$ cat config.mk
export PLATFORM = sky130hd
export DESIGN_NAME = otf_conv4
export DESIGN_NICKNAME = d
export VERILOG_FILES = /design/src/rtl/srt4_pkg.sv /design/src/rtl/otf_step.sv /design/src/rtl/otf_conv4.sv
export SDC_FILE = /design/constraint.sdc
export NUM_CORES = 1
export LEC_CHECK = 0
export CAP_MARGIN = 20
export CORE_ASPECT_RATIO = 1.2
export CORE_MARGIN = 3
export CORE_UTILIZATION = 53
export DETAILED_ROUTE_END_ITERATION = 12
export PLACE_DENSITY = 0.74
export SLEW_MARGIN = 0
export SYNTH_ARGS = -nofsm -noshare
export SYNTH_HDL_FRONTEND = slang
export SYNTH_HIERARCHICAL = 1
export SYNTH_SLANG_ARGS = --single-unit
$ cat constraint.sdc
create_clock -name clk -period 2.5 [get_ports clk]
set_clock_uncertainty 0.2 [all_clocks]
set_input_delay 0.5 -clock clk [delete_from_list [all_inputs] [get_ports clk]]
set_output_delay 0.5 -clock clk [all_outputs]
set_load 0.01 [all_outputs]
$ cat src/rtl/srt4_pkg.sv
// srt4_pkg: shared definitions for the radix-4 SRT quotient converter.
//   - one-hot digit bit positions as produced by the quotient-digit selection table
//   - converter FSM state encoding
//   - dig_decode(): one-hot digit -> signed value in [-2,+2] plus an illegal flag
package srt4_pkg;

  localparam int DIG_P2 = 3;
  localparam int DIG_P1 = 2;
  localparam int DIG_M1 = 1;
  localparam int DIG_M2 = 0;

  typedef enum logic [1:0] {
    IDLE     = 2'd0,
    RUN      = 2'd1,
    WAIT_REM = 2'd2
  } otf_state_e;

  typedef struct packed {
    logic signed [2:0] val;
    logic              ill;
  } dig_dec_t;

  // A digit with more than one bit set is flagged and treated as zero so
  // the Q/QM relation still holds and the iteration count stays aligned.
  function automatic dig_dec_t dig_decode(input logic [3:0] d);
    dig_dec_t r;
    r.val = 3'sd0;
    r.ill = 1'b0;
    unique case (d)
      4'b0000: r.val = 3'sd0;
      4'b1000: r.val = 3'sd2;
      4'b0100: r.val = 3'sd1;
      4'b0010: r.val = -3'sd1;
      4'b0001: r.val = -3'sd2;
      default: r.ill = 1'b1;
    endcase
    return r;
  endfunction

endpackage

$ cat src/rtl/otf_step.sv
// otf_step: one on-the-fly conversion step (combinational).
//   q_i, qm_i  current Q and QM (QM == Q-1 mod 2^W)
//   dval_i     signed digit in [-2,+2]
//   q_o, qm_o  next Q and QM
// Because 4Q and 4QM have zero low bits, the digit terms are written straight
// into bits [1:0]; (4+q) mod 4 == q mod 4 and (3+q) mod 4 == (q-1) mod 4, so
// only the shifted source (Q or QM) depends on the digit sign.
module otf_step #(
  parameter int W = 8
) (
  input  logic [W-1:0]      q_i,
  input  logic [W-1:0]      qm_i,
  input  logic signed [2:0] dval_i,
  output logic [W-1:0]      q_o,
  output logic [W-1:0]      qm_o
);

  logic              d_neg, d_pos;
  logic signed [2:0] dm1;
  logic [W-3:0]      q_src, qm_src;

  assign d_neg  = dval_i[2];
  assign d_pos  = !dval_i[2] && (dval_i != 3'sd0);
  assign dm1    = dval_i - 3'sd1;

  assign q_src  = d_neg ? qm_i[W-3:0] : q_i[W-3:0];
  assign qm_src = d_pos ? q_i[W-3:0]  : qm_i[W-3:0];

  assign q_o    = {q_src,  dval_i[1:0]};
  assign qm_o   = {qm_src, dm1[1:0]};

endmodule

$ cat src/rtl/otf_conv4.sv
// otf_conv4: radix-4 on-the-fly quotient converter.
// Accepts ITER signed one-hot digits per transaction, keeps Q and QM = Q-1,
// then selects Q or QM on the final remainder sign.
//   clk, reset           clock, synchronous active-high reset
//   start                begin a new quotient (highest priority, aborts)
//   digit_valid, digit   digit stream; accepted when digit_valid & digit_ready
//   digit_ready          high in RUN
//   rem_valid, rem_neg   final remainder sign, consumed in WAIT_REM
//   q_out, out_valid     corrected quotient, one-cycle update pulse
//   busy                 high in RUN and WAIT_REM
//   err                  sticky illegal-digit flag, cleared by start
module otf_conv4
  import srt4_pkg::*;
#(
  parameter int ITER = 4,
  parameter int W    = 2 * ITER
) (
  input  logic         clk,
  input  logic         reset,
  input  logic         start,
  input  logic         digit_valid,
  input  logic [3:0]   digit,
  output logic         digit_ready,
  input  logic         rem_valid,
  input  logic         rem_neg,
  output logic [W-1:0] q_out,
  output logic         out_valid,
  output logic         busy,
  output logic         err
);

  localparam int CW = $clog2(ITER + 1);
  localparam logic [CW-1:0] LAST = CW'(ITER - 1);

  otf_state_e   state_q;
  logic [W-1:0] q_q, qm_q, q_d, qm_d, q_out_q;
  logic [CW-1:0] cnt_q;
  logic         rdy_q, busy_q, err_q, out_valid_q;
  dig_dec_t     dec;

  assign dec = dig_decode(digit);

  otf_step #(.W(W)) u_step (
    .q_i    (q_q),
    .qm_i   (qm_q),
    .dval_i (dec.val),
    .q_o    (q_d),
    .qm_o   (qm_d)
  );

  always_ff @(posedge clk) begin
    if (reset) begin
      state_q     <= IDLE;
      q_q         <= '0;
      qm_q        <= '1;
      cnt_q       <= '0;
      q_out_q     <= '0;
      out_valid_q <= 1'b0;
      rdy_q       <= 1'b0;
      busy_q      <= 1'b0;
      err_q       <= 1'b0;
    end else begin
      out_valid_q <= 1'b0;
      if (start) begin
        // Abort/restart: any digit or remainder sign this cycle is dropped.
        state_q <= RUN;
        q_q     <= '0;
        qm_q    <= '1;
        cnt_q   <= '0;
        err_q   <= 1'b0;
        rdy_q   <= 1'b1;
        busy_q  <= 1'b1;
      end else begin
        unique case (state_q)
          RUN: begin
            if (digit_valid) begin
              q_q   <= q_d;
              qm_q  <= qm_d;
              cnt_q <= cnt_q + 1'b1;
              if (dec.ill) err_q <= 1'b1;
              if (cnt_q == LAST) begin
                state_q <= WAIT_REM;
                rdy_q   <= 1'b0;
              end
            end
          end
          WAIT_REM: begin
            if (rem_valid) begin
              q_out_q     <= rem_neg ? qm_q : q_q;
              out_valid_q <= 1'b1;
              state_q     <= IDLE;
              busy_q      <= 1'b0;
            end
          end
          default: ;
        endcase
      end
    end
  end

  assign digit_ready = rdy_q;
  assign busy        = busy_q;
  assign err         = err_q;
  assign q_out       = q_out_q;
  assign out_valid   = out_valid_q;

endmodule

======== After elaboration in Yosys (flattened, before gate mapping) ========
Index checks and enable logic that the tools add are counted.
W data, S select, Z words.
word-level totals
  bits of input ports ..................... 10
  output and inout bits ................... 12
  word-level logic and storage cells ...... 66
  flip-flop bits (word level) ............. 33
cells by class
  $add $sub $neg .......................... 2
  bitwise operators ....................... 3
  reduce and logical (&&, ||, !) cells .... 21
  equality and inequality tests ........... 13
  mux-type cells .......................... 17
operator list
  cell                   number
  $mux W6                2
  $pmux W3 S4            1
  $reduce_bool A2 Y1     6
  $mux W1                9
  $ne A3 B3 Y1 const B   3
  $reduce_and A3 Y1      3
  $mux W8                1
  $reduce_and A4 Y1      2
  $mux W2                3
  $ne A2 B2 Y1 const B   3
  $reduce_bool A3 Y1     2
  $reduce_or A5 Y1       1
  $eq A4 B1 Y1 const B   1
  $eq A4 B2 Y1 const B   1
  $eq A4 B3 Y1 const B   1
  $eq A4 B4 Y1 const B   1
  $logic_not A4 Y1       1
  $pmux W2 S2            1
  $reduce_and A2 Y1      2
  $add A3 B1 Y3 const B  1
  $eq A3 B2 Y1 const B   1
  $not A1 Y1             3
  $reduce_or A3 Y1       1
  $eq A2 B1 Y1 const B   1
  other kinds (5)        5

======== Depth between registers and ports, before layout ========
  depth after elaboration ................. 5
  depth in mapped cells ................... 9

======== By module ========
Netlist, hierarchy kept.
by module, submodules not included
  module     area an instance (um^2)  seq. area each (um^2)  times used  cells an instance
  otf_conv4  1310.0                   660.6                  1           141
  otf_step   227.7                    0.0                    1           20

======== Worst setup path before layout ========
No wires, ideal clock.
  path type ............................... input port to flip-flop
  from .................................... in digit[2]
  to ...................................... reg qm_q[2]
  path buffers ............................ 0
  stages on the path ...................... 8
  setup time .............................. 136 ps
  setup slack ............................. 480 ps
  data required time ...................... 2164 ps
  arrival ................................. 1684 ps
  path through ............................ xnor2_1 -> nor3_1 -> inv_1 -> ha_1 -> nor2_8 -> mux2_4 -> nand2_1 -> nand3_1
RTL lines
  item                    RTL line         source
  start: declaration      otf_conv4.sv:22  input logic [3:0] digit,
  end signal: assignment  otf_conv4.sv:78  qm_q <= qm_d;
  end: declaration        otf_conv4.sv:36  logic [W-1:0] q_q, qm_q, q_d, qm_d, q_out_q;

==> impl_results.md <==
* Met1 GRT Util at between 20% and 30%
* Startpoint types: primary input
* Drc violations at 0
* Core Region at about 2700 um2
* Max FO, Critical Path at 6
* Clock share of power at around 38%
* Drt total wl at about 3100 um
* Compound-Gate Fraction of Synth Area at between 10 and 15%
* Cell variety after synth at 33
* CP peak stage delay at ~0.55 ns
* Endpoints failing setup at 0
* 1st-pass router iterations at 4
* Worst slew pin tran at about 0.50 ns
* Largest net degree at the start of global routing at 22
* XOR/XNOR Fraction of Synth Area at roughly 2.3%
* Ys Warns at 6
* Initial Utilization at 58.0%
* Tot Pwr at ~1.1 mW
* Via density at ~5.4
* Total CTS buffers at 5
* Slew margin rel. at between 60% and 70%
* Final worst path period share at around 93%
* Post-synthesis mux area share at ~15%
* Logic pwr share at between 10% and 20%
* First-iteration detailed-routing DRC count at 18
* H-tree depth at 2
* Internal power at between 0.8 and 0.9 mW
* CTS tree: built
* WL/cell at between 10 and 15 um
* Nets at slightly above 200
* Row cnt at 20
* Worst Path Buf+Inv at 2
* Required @ worst endpoint at between 2 and 3 ns
* #FFs+latches synth at 33
* Critical Path, Cell by Cell: clkdlybuf4s50_1, xnor2_1, nor3_1, inv_1, ha_1, nor2_8, mux2_4, nand2_1, nand3_1
* Final Critical Period at 2.33 ns
* TritonCTS Sinks at 33
* Finished Cell Area at between 1500 and 2000 um2
* Cell count after synthesis at ~160
* I/O pins at 22
* Critical path's top delay family: buffers and inverters
* Largest family of logic cells by synthesized area: simple AND/OR/NAND/NOR gates
* Hold Path Class: register to register
* CTS resizes at 0
* Synth Net Count at 174
* RePlAce Congestion at approximately 0.76
* Power per cell area at a little under 600 nW/um2
* Clock slew at reported path FFs at 0.10 ns
* Hold buffer count at CTS at 0
* Grt peak-use layer: met2
* Setup bufs post-CTS at 0
* Sw Pwr at 0.254 mW
* Dpl cell area at about 1800 um2
* Average size of a mapped cell at ~9.6 um2
* Initial antenna violation count at 0
* First-pass GRT wire length at around 5500 um
* Hold Fails Final Rpt at 0
* Max cap viols at 0
* Chip width at between 50 and 60 um
* Layout cells sized above 1 at between 15 and 20%
* DPL Wire Length at about 2200 um
* GR Layer Usage met2 at 35.5%
* Fraction of the mapped netlist area in simple logic gates at 19.2%
* Mapped cell area at 1540 um2
* Clk buf depth at 2
* Seq/Total Area, Yosys at 43.0%
* Vias in the first global route at 1227
* Die area at roughly 3600 um2
* CP endpoint kind: register
* Root Driver: clkbuf_4
* Slowest cell on the critical path: clkdlybuf4s50_1
* Kind of critical path: primary input to register
* Peak VDD IR at roughly 0.0006 V
* Sequential Power Share at about 49%
* Met3 Track Usage GR at between 7 and 8%
* Die Y-Extent at 65.0 um
* RSZ-0062 raised after global routing: no
* Port bufs at 21
* Slew Limit Fails at 0
* GR Util All Layers at a little over a fifth
* Static Leak at about 0.77 nW
* Run status: finished, final reports clean
* Total global routing overflow at 0
* Vias at 1205
* Max Fclk at roughly 430 MHz
* Area share of fa/ha/maj cells after synthesis at 2.44%
* Arr. time, crit path at ~2.4 ns
* Layout area overhead at 22.2%
* # diodes at 0
* Net switching fraction of the power at 22.9%
* Clk Latency, worst-skew pair at 0.33 ns
* Antenna Nets Post-Route at 0
[power by group through the flow]
| stage | registers, mW | logic [mW] | clock network (mW) |
|---|---|---|---|
| after floorplan | 0.555 | 0.103 | 0 |
| after global placement | 0.554 | 0.144 | 0 |
| after detailed placement | 0.555 | 0.149 | 0 |
| after CTS | 0.543 | 0.150 | 0.429 |
| after global routing | 0.545 | 0.164 | 0.458 |
| final | 0.543 | 0.149 | 0.415 |
[through the flow]
stage | setup TNS [ns] | std cells | setup slack [ns] | hold slack (ns) | util [%]
after floorplan | 0 | 161 | 0.480 | 0.236 | -
after global placement | -1.03 | 216 | -0.138 | 0.245 | 67.6
after detailed placement | -1.62 | 216 | -0.192 | 0.248 | 67.6
after CTS | 0 | 224 | 0.175 | 0.267 | 70.8
after global routing | 0 | 224 | 0.0622 | 0.288 | 70.8
final | 0 | 224 | 0.169 | 0.267 | 70.8
[flip-flops by register name, summed over array words and instances, names as in the netlist]
| register | count |
|---|---|
| state_q | 2 |
| digit_ready | 1 |
| q_q | 8 |
| q_out | 8 |
| busy | 1 |
| cnt_q | 3 |
| out_valid | 1 |
| qm_q | 8 |
| err | 1 |
[Yosys cell counts]
cell       number  area (um2)
mux2_4          6        90.1
nand4b_1        1        8.76
nand3_1         8        40.0
buf_4           4        30.0
a31oi_2         1        12.5
nand3b_2        1        11.3
mux2_2          6        67.6
buf_2           1        5.00
dfxtp_1        33         661
xnor2_1         3        26.3
xor2_1          1        8.76
buf_6           2        22.5
or2_2           1        6.26
o21a_1          1        7.51
nor2b_2         1        8.76
nand3_2         1        10.0
o2bb2ai_1       8        70.1
mux2i_1         8        80.1
nand2b_1        1        6.26
a21oi_1        13        65.1
nor2_8          1        20.0
inv_1           6        22.5
nor2_1          5        18.8
o21ai_0         2        10.0
nor4_1          1        6.26
ha_1            3        37.5
clkbuf_2        1        5.00
and3b_2         1        10.0
nand2_1        34         128
a211o_1         1        8.76
nor3_1          3        15.0
nor2_2          1        6.26
a211oi_2        1        12.5
[tightest hold or removal path, cell delays in order (launching register included)]
cell and delay, ns:
dfxtp_1 0.33, nand2_1 0.05, a21oi_1 0.05
[cells by family after synthesis]
family                     after synthesis
xor gates and xnor gates                 4
adders and majority gates                3
DFF                                     33
and+or+nand+nor                         60
AOI/OAI and AO/OA                       27
buffers and inverters                   14
muxes                                   20
[path summary, 6_finish.rpt]
kind              start  endpoint  slack, ns  cells past startpoint
max            digit[1]   qm_q[5]       0.17                      9
min              q_q[6]    q_q[6]       0.27                      2
max reg2reg  state_q[0]       err       1.02                      3
min reg2reg      q_q[6]    q_q[6]       0.27                      2
[placed cells by master, fill, tap and decap left out, drive strengths merged]
cell type	synthesis	layout
nor2b	1	1
inv	6	6
mux2	12	12
nor3	3	3
a211oi	1	1
nor2	7	7
a211o	1	1
nand2	34	34
nor4	1	1
and3b	1	1
xnor2	3	3
xor2	1	1
ha	3	3
nand3b	1	1
mux2i	8	8
o21ai	2	2
o21a	1	1
clkbuf	1	7
a31oi	1	1
dfxtp	33	33
o2bb2ai	8	8
bufinv	0	1
nand3	9	9
nand4b	1	1
a21oi	13	13
clkdlybuf4s50	0	21
or2	1	1
buf	7	9
nand2b	1	1
[final cells by class]
class | count | area (um2)
Tap cell | 33 | 41.3
Clock buffer | 7 | 55.1
Sequential cell | 33 | 661
Clock inverter | 1 | 30.0
Multi-Input combinational cell | 114 | 792
Inverter | 6 | 22.5
Fill cell | 225 | 773
Timing Repair Buffer | 30 | 278
[metal layers]
metal	wire length, um	vias up
li1	-	613
met1	1260	563
met2	1670	22
met3	130	7
met4	74	0
met5	0	-
Power figures use the tool's default switching activity.
==> patch 1, RTL diff (same flow settings) <==
Encoding of `otf_state_e`: now one-hot (3 bits for 3 states).
--- a/src/rtl/srt4_pkg.sv
+++ b/src/rtl/srt4_pkg.sv
@@ -9,10 +9,10 @@
   localparam int DIG_M1 = 1;
   localparam int DIG_M2 = 0;
 
-  typedef enum logic [1:0] {
-    IDLE     = 2'd0,
-    RUN      = 2'd1,
-    WAIT_REM = 2'd2
+  typedef enum logic [2:0] {
+    IDLE     = 3'b001,
+    RUN      = 3'b010,
+    WAIT_REM = 3'b100
   } otf_state_e;
 
   typedef struct packed {
Formal check against the unedited RTL: no difference found for any inputs over 10 cycles, from zero or initial values and one cycle with reset high; not proved beyond that.
==> patch 1 against the original RTL <==
  * Synthesized area rose by 4.7%
  * Worst setup slack worse by 13 ps
  * Total power is 0.35% lower
  * Final cell count up 3.6%
  * Register-to-register slack got worse by 60 ps
  * Core utilization is 2.2 points lower
  * Sequential cell count increased by 1
  * Combinational power decreased by 7%
  * First-iteration DRC count shrank 11%
  * Wire length rose by 3.3%
  * Design area up 3.7%
  * Global-route usage down 1.8 points
  * Maximum frequency fell by 0.57%
  * Critical path type unchanged
  * Critical endpoint is now qm_q[4]
  * Largest cell class unchanged
==> patch 1: results (changes against the original RTL) <==
Run status
  • Status: completed (unchanged)

Layout
  • Signal buffers share of area: 0.150 (was 0.148)
  • #MultiIn Comb: 117 (was 114)
  • Share of cells above drive strength 1: 0.192 (was 0.194)
  • Layout Nets: 211 (was 203)
  • Multi-input gate share of total cell area: 0.422 (was 0.421)
  • CLK BUF: 6 (was 7)

Yosys
  • Post-synth top cells: 34 x dfxtp_1, 34 x nand2_1, 12 x a21oi_1 (was 34 x nand2_1, 33 x dfxtp_1, 13 x a21oi_1)
  • Post-synthesis compound-gate area fraction: 0.134 (was 0.121)
  • Unique masters post-synth: 35 (was 33)
  • Post-Syn Nets: 182 (was 174)
  • Post-Syn Instances: 169 (was 161)
  • Synth top area cells: dfxtp_1 42%, nand2_1 7.9%, mux2_4 5.6%, mux2i_1 5.0%, o2bb2ai_1 4.4% (was dfxtp_1 43%, nand2_1 8.3%, mux2_4 5.9%, mux2i_1 5.2%, o2bb2ai_1 4.6%)
  • XOR/XNOR Fraction of Synth Area: 0.0218 (was 0.0228)

GRT
  • Global Route Usage Sum: 0.194 (was 0.212)
  • Global-route wire length before repair: 5400 um (was 5450 um)
  • Vias in the first global route: 1282 (was 1227)

Route
  • Vias/cell: 5.54 (was 5.38)
  • DRT iter0 DRCs: 16 (was 18)

Worst setup path
  • FF-to-FF Start: state_q[2] (was state_q[0])
  • Reg-to-reg endpoint: cnt_q[2] (was err)
  • Crit path capture: qm_q[4] (was qm_q[5])
  • Worst setup path startpoint: digit[0] (was digit[1])

Worst hold path
  • Worst Hold End: q_q[7] (was q_q[6])
  • Worst Min Path Start: q_q[7] (was q_q[6])

STA
  • Hold WS: 259 ps (was 267 ps)

Pwr
  • Combinational power share: 0.126 (was 0.135)

Placement
  • Place WS: -207 ps (was -192 ps)
patch 1: critical path, cell delays in order:
cell	delay (ps)
clkdlybuf4s50_1	570
xor2_1	150
o21ai_0	80
nor2_1	130
inv_1	60
ha_1	240
nor2_8	180
mux2_4	320
nand2_1	60
nand3_1	80
patch 1: per-layer routing:
layer,track usage,part of all wire
met1,0.193,0.40
met2,0.344,0.51
met3,0.0723,0.051
met4,0.116,0.045
met5,0,0
patch 1: logic make-up after synthesis:
kind of cell | after synthesis
fa+ha+maj | 3
compound gates | 31
mux | 20
buf+inv | 18
simple gates | 59
xor+xnor | 4
flops | 34
patch 1: per-stage QoR:
stage | power (W) | utilization
6_report | 0.00110 | 0.687
5_1_grt | 0.00115 | 0.687
4_1_cts | 0.00111 | 0.687
3_5_place_dp | 0.000707 | 0.658
3_3_place_gp | 0.000701 | 0.658
2_1_floorplan | 0.000661 | -
==> patch 2, RTL diff (same settings) <==
Without the edit above. Change the parameter `ITER` from 4 to 2.
--- a/src/rtl/otf_conv4.sv
+++ b/src/rtl/otf_conv4.sv
@@ -12,7 +12,7 @@
 module otf_conv4
   import srt4_pkg::*;
 #(
-  parameter int ITER = 4,
+  parameter int ITER = 2,
   parameter int W    = 2 * ITER
 ) (
   input  logic         clk,
Interface: changed (resized q_out); port bits go from 22 to 18. No check against the original RTL was run, so the function may have changed too.
==> patch 2 against the original RTL <==
  * Via count down 38%
  * Hold slack better by 6.3 ps
  * Synthesized area down 40%
  * Wire length down 44%
  * Total power down 45%
  * Worst setup slack better by 79 ps
  * Design area down 38%
  * Sequential cell count down 13
  * Combinational power down 39%
  * Register-to-register slack better by 40 ps
  * Sequential share of layout area down 0.74 points
==> patch 2: results (changes against the original RTL) <==
Run status
  • Status: completed (unchanged)

Placement
  • IO Port Bufs: 17 (was 21)
  • Cell Area, Placed: 1130 um^2 (was 1790 um^2)
  • Dpl cells: 138 (was 216)
  • Detailed placement HPWL: 1370 um (was 2210 um)
  • RD Place Congestion: 0.805 (was 0.760)

Layout
  • Sequential cell area share: 0.344 (was 0.352)
  • Final Util: 0.756 (was 0.708)
  • Signal buffers share of area: 0.198 (was 0.148)
  • Non-Filler Instances: 142 (was 224)
  • Number of fill cells: 125 (was 225)
  • Area of the multi-input gates: 457 um^2 (was 792 um^2)
  • CLK BUF: 4 (was 7)
  • #MultiIn Comb: 71 (was 114)

Worst setup path
  • Reg-to-reg endpoint: digit_ready (was err)
  • Worst Path Max Fanout: 4 (was 6)
  • Crit path capture: qm_q[3] (was qm_q[5])
  • FF-to-FF Start: state_q[1] (was state_q[0])
  • FF-to-FF setup slack: 1060 ps (was 1020 ps)

Yosys
  • Adder-cell share of the synthesized area: 0.0272 (was 0.0244)
  • Synth top area cells: dfxtp_1 44%, nand2_1 6.5%, mux2i_1 4.4%, o2bb2ai_1 3.8%, a21oi_1 3.3% (was dfxtp_1 43%, nand2_1 8.3%, mux2_4 5.9%, mux2i_1 5.2%, o2bb2ai_1 4.6%)
  • Share of the synthesized area in the top cell type: 0.435 (was 0.430)
  • Register area share after synthesis: 0.435 (was 0.430)

Route
  • DRT iter0 DRCs: 6 (was 18)

GRT
  • Global Route Usage Sum: 0.189 (was 0.212)
  • Global-route wire length before repair: 3220 um (was 5450 um)
  • Pin count of the biggest net entering global routing: 13 (was 22)

STA
  • FMAX: 444 MHz (was 429 MHz)
  • Slew of the pin with the lowest slew margin: 478 ps (was 500 ps)

Clock network
  • Num CTS Buffers: 3 (was 5)
  • Clk_lat worst skew: 290 ps (was 330 ps)

Worst hold path
  • Worst Min Path Start: q_out[1] (was q_q[6])

Pwr
  • Worst vdd ir: 0.000430 V (was 0.000592 V)
  • Clock group: 0.000182 W (was 0.000415 W)
==> patch 2: cell count changes in the layout (fill, tap and decap cells not counted), moves of 4 or more <==
cell             change
mux2i_1              -4
nand3_1              -4
mux2_4               -6
o2bb2ai_1            -4
clkdlybuf4s50_1      -4
nand2_1             -18
a21oi_1              -7
dfxtp_1             -13
mux2_2               -4
==> patch 2: per-layer routing <==
layer  share of wire  up-vias  global-route usage
li1                -      394                   -
met1            0.46      350               0.225
met2            0.50        7               0.316
met3           0.027        2              0.0311
met4           0.012        0               0.106
met5               0        -                   0
==> patch 2: worst min path at each step <==
stage,endpoint,slack [ps],cells past startpoint
after global placement,q_out[3],250,1
final,q_out[1],270,1
after global routing,q_out[3],300,1
after CTS,q_q[2],280,2
after detailed placement,q_out[3],250,1
after floorplan,q_q[2],230,2
==> patch 2: critical path, stage by stage <==
cell             delay, ps
clkdlybuf4s50_1        480
xnor2_1                150
nor3_1                 210
inv_1                  100
ha_1                   210
nor2_2                 110
mux2_1                 330
nand2_1                 70
nand3_1                 70
